==> config.mk <==
export PLATFORM = sky130hd
export DESIGN_NAME = mem_stream_reader
export DESIGN_NICKNAME = d
export VERILOG_FILES = /design/src/rtl/mem_stream_reader.sv
export SDC_FILE = /design/constraint.sdc
export NUM_CORES = 1
export LEC_CHECK = 0
export CAP_MARGIN = 5
export CELL_PAD_IN_SITES_DETAIL_PLACEMENT = 0
export CELL_PAD_IN_SITES_GLOBAL_PLACEMENT = 1
export CORE_MARGIN = 10
export CORE_UTILIZATION = 33
export DETAILED_ROUTE_END_ITERATION = 7
export GPL_ROUTABILITY_DRIVEN = 0
export PLACE_DENSITY = 0.76
export SYNTH_ARGS = -nofsm -noshare
export SYNTH_HDL_FRONTEND = slang
export SYNTH_SLANG_ARGS = --single-unit
==> constraint.sdc <==
create_clock -name i_clk -period 2.22 [get_ports i_clk]
set_input_delay 0.555 -clock i_clk [delete_from_list [all_inputs] [get_ports i_clk]]
set_output_delay 0.555 -clock i_clk [all_outputs]
set_load 0.05 [all_outputs]
==> src/rtl/mem_stream_reader.sv <==
// mem_stream_reader: strided burst reader from async-read memory into a valid/ready stream.
module mem_stream_reader #(
    parameter int ADDR_W = 12,
    parameter int SIZE   = 32,
    parameter int LEN_W  = 8
) (
    input  logic              i_clk,
    input  logic              i_rst_n,
    input  logic              i_start,
    output logic              o_cmd_rdy,
    input  logic [ADDR_W-1:0] i_base,
    input  logic [ADDR_W-1:0] i_stride,
    input  logic [LEN_W-1:0]  i_len,
    output logic [ADDR_W-1:0] o_mem_addr,
    input  logic [SIZE-1:0]   i_mem_data,
    output logic              o_valid,
    input  logic              i_ready,
    output logic [SIZE-1:0]   o_data,
    output logic              o_last,
    output logic              o_done
);
    typedef enum logic {IDLE, RUN} state_t;

    state_t            state;
    logic [ADDR_W-1:0] stride;
    logic [LEN_W-1:0]  remaining;
    logic              slot_free;

    assign slot_free = !o_valid || i_ready;

    always_ff @(posedge i_clk or negedge i_rst_n) begin
        if (!i_rst_n) begin
            state      <= IDLE;
            o_cmd_rdy  <= 1'b1;
            o_valid    <= 1'b0;
            o_last     <= 1'b0;
            o_done     <= 1'b0;
            o_data     <= '0;
            o_mem_addr <= '0;
            stride     <= '0;
            remaining  <= '0;
        end else begin
            o_done <= 1'b0;
            case (state)
                IDLE: begin
                    if (i_start && i_len != '0) begin
                        stride     <= i_stride;
                        o_mem_addr <= i_base;
                        remaining  <= i_len;
                        o_cmd_rdy  <= 1'b0;
                        state      <= RUN;
                    end else if (i_start) begin
                        o_done <= 1'b1;
                    end
                end
                RUN: begin
                    if (o_valid && i_ready && o_last) begin
                        o_valid   <= 1'b0;
                        o_last    <= 1'b0;
                        o_done    <= 1'b1;
                        o_cmd_rdy <= 1'b1;
                        state     <= IDLE;
                    end else if (slot_free && remaining != '0) begin
                        // memory is read combinationally, so the word at ptr is captured here
                        o_data     <= i_mem_data;
                        o_valid    <= 1'b1;
                        o_last     <= remaining == LEN_W'(1);
                        o_mem_addr <= o_mem_addr + stride;
                        remaining  <= remaining - 1'b1;
                    end else if (slot_free) begin
                        o_valid <= 1'b0;
                        o_last  <= 1'b0;
                    end
                end
                default: state <= IDLE;
            endcase
        end
    end
endmodule
==> results by group <==
Outcome
  • Status: completed

Critical path
  • FF-to-FF path depth: 10
  • CP max-delay cell: clkdlybuf4s50_1
  • WP data required: 1.66 ns
  • Crit end category: output port
  • Worst Path Buf+Inv: 1
  • R2R Path End: o_mem_addr[8]
  • Worst path arrival time: 1.58 ns
  • Worst path max stage delay: 0.83 ns
  • Crit-path max FO: 3
  • Critical path cell sequence: clkdlybuf4s50_1
  • Flop-to-flop setup slack: 0.10 ns
  • Crit Path Category: reg -> out
  • Worst reg2reg startpoint: stride[0]
  • Crit-path leading delay family: buffers and inverters
  • Type of origin of the critical path: flip-flop

Power
  • Power density over cell area: 500 mW/mm²
  • PnR Total Power: 2580 µW
  • Peak VDD IR: 0.000427 V
  • Leakage power: 0.00255 µW

Logic synthesis
  • Yosys top cell area share: 49.4%
  • Synthesized area: 0.00345 mm²
  • Ys flop type: dfrtp_1
  • Synth Register Bits: 69
  • Xor and xnor fraction of the mapped netlist area: 1.53%
  • Count of cell types in the netlist: 38
  • Post-synth EDFFs: 0
  • Simple-gate share of the synthesized area: 25.6%
  • Syn nets: 473
  • Mapped Avg Cell Area: 8.84 µm²
  • Most common library cells after synthesis: 143 x nand2_1, 68 x dfrtp_1, 24 x a21oi_1
  • Async set-or-reset flop fraction in the synthesized netlist: 100%
  • Multiplexer share of the synthesized area: 2.61%
  • Largest family of logic cells by synthesized area: simple AND/OR/NAND/NOR gates
  • Cell with the most instances after synthesis: nand2_1
  • Most area-consuming cells after synthesis: dfrtp_1 49%, nand2_1 16%, ha_1 5.1%
  • Post-Synth Adder-Cell Area: 5.66%
  • Cell accounting for the most synthesized area: dfrtp_1
  • Synth warnings: 0
  • Register area share after synthesis: 50.1%
  • Synth Area in Compound Gates: 11.3%
  • Gate Count Post-Synth: 390

STA
  • Final hold vios: 0
  • RSZ-0062 raised after global routing: yes
  • Post-layout min period: 2.14 ns
  • Setup TNS: 0 ns
  • Worst slew margin: 62.6%
  • Fmax: 467 MHz
  • Hold WS: 0.476 ns
  • Worst-margin pin slew: 0.560 ns
  • Final setup vio count: 0
  • Fin Clk Skew: 0.0146 ns
  • Fin. max-slew vios: 0
  • Final period util: 96.4%

Floorplan
  • Die width: 122 µm
  • Core Box Area: 0.0102 mm²
  • Initial core utilization: 33.7%
  • Die Ht: 122 µm
  • Rows: 37
  • DIE AREA: 0.0149 mm²
  • Io pins: 116

Clocking
  • Clock sink total: 69
  • Clk Latency, worst-skew pair: 0.36 ns
  • Clock Tree Root: clkbuf_8
  • CTS Buf Count: 9
  • Clock transition at the registers of the reported paths: 0.07 ns
  • H-tree depth: 3
  • Max Root-Sink Buffers: 2
  • CTS tree: yes

Layout
  • Register area: 0.00173 mm²
  • Final net count: 612
  • Layout cells sized above 1: 14.0%
  • Filler Cell Count: 969
  • Non-Filler Instances: 670
  • Area grow syn2layout: 50.1%
  • Number of diodes: 0
  • Multi-input logic area: 0.00166 mm²
  • Final Util: 50.5%

Detailed routing
  • DRC: 0
  • WL met3: 1080 µm
  • 1st-iter DRT viols: 198
  • Met2 routed WL: 4860 µm
  • Routed length per instance: 15.9 µm
  • Met1 Wirelength: 4690 µm
  • Final WL: 10,700 µm
  • Avg Vias per Cell: 4.72
  • Via count: 3,164
  • DR pass1 iterations: 4
  • DRT antenna net count: 0
  • Top routing layer in use: met4

Hold path
  • Worst hold path class: reg -> reg
  • Hold Path Sink: o_data[11]
  • Hold Crit Start: o_data[11]
  • Hold path depth: 2

Global route
  • Pin count of the biggest net entering global routing: 36
  • Vias in the first global route: 3,279
  • GRT overflow: 0
  • First-pass GRT wire length: 17,300 µm
  • Initial antenna violation count: 0
  • Gr usage total: 14.6%

Placement
  • Port bufs: 115
  • Post-DP HPWL: 7990 µm
  • Placed Instances: 649

Flow run
  • Max Cap Violations: 0
## per-layer routing
layer  up-vias  track usage (%)
met5         -                0
met4         0             2.95
met3         5             7.91
met2       100             22.4
met1      1486             17.9
li1       1573                -
## layout make-up
| class | instances | share of cell area, % |
|---|---|---|
| clock buffer | 11 | 2.73 |
| timing repair buffer | 143 | 26.0 |
| inverter | 10 | 0.726 |
| sequential | 69 | 33.5 |
| multi-input combinational | 296 | 32.1 |
| clock inverter | 5 | 1.62 |
| tap | 136 | 3.29 |
## how the worst max path moves through the flow
stage	slack, ns	cells past startpoint	startpoint	endpoint
floorplan	0.04	10	o_mem_addr[0]	o_mem_addr[10]
global placement	-0.05	7	i_len[2]	o_mem_addr[11]
detailed placement	-0.07	7	i_len[2]	o_mem_addr[8]
CTS	0.03	10	stride[0]	o_mem_addr[8]
global route	-0.01	10	o_mem_addr[0]	o_mem_addr[8]
finish	0.08	1	o_mem_addr[9]	o_mem_addr[9]
## power breakdown
| group | internal (µW) | leakage (µW) | switching [µW] |
|---|---|---|---|
| clock network | 665 | 0.000106 | 502 |
| logic | 110 | 0.00151 | 51.2 |
| registers | 1260 | 0.000942 | 0 |
| total | 2030 | 0.00255 | 553 |
## placed cells by master, fill, tap and decap left out, drive strengths merged
cell type	count
a22oi	1
clkinv	1
inv	10
nor3	4
a31oi	2
xor2	4
nand2	144
or3	3
a21o	3
o22ai	6
buf	33
dfstp	1
a311oi	2
clkinvlp	2
and3	6
nand2b	1
o21a	1
nor2	21
xnor2	2
nor4	3
a21oi	28
a211o	4
nor2b	5
fa	1
ha	14
o31ai	1
nor3b	2
clkdlybuf4s50	109
o21ai	15
clkbuf	11
dlygate4sd3	1
nand3	14
mux2i	9
dfrtp	68
bufinv	2
## flip-flops by register name (all words and copies together), names as in the netlist, 8 cells and up
register,flops
stride,12
o_data,32
o_mem_addr,12
remaining,8
## logic make-up (layout without fill, tap and decap cells)
family	count (synthesis)	count (layout)
and+or+nand+nor	203	203
DFF	69	69
AOI/OAI and AO/OA	63	63
buffers and inverters	25	169
adders and majority gates	15	15
muxes	9	9
xor gates and xnor gates	6	6
## what timing repair did
action	4_1_cts	5_1_grt
hold buffers	1	0
gates resized for setup	0	5
setup endpoints to repair	0	3
hold endpoints to repair	1	0
setup buffers	0	4
## metrics by stage
step                      cell area, µm²  setup slack [ns]
final                               5170            0.0801
after CTS                           5110            0.0265
after global placement              4870           -0.0504
after detailed placement            4870           -0.0689
after floorplan                     3470            0.0368
after global routing                5170           -0.0124
Note: power is estimated with default switching activity, not from simulation.
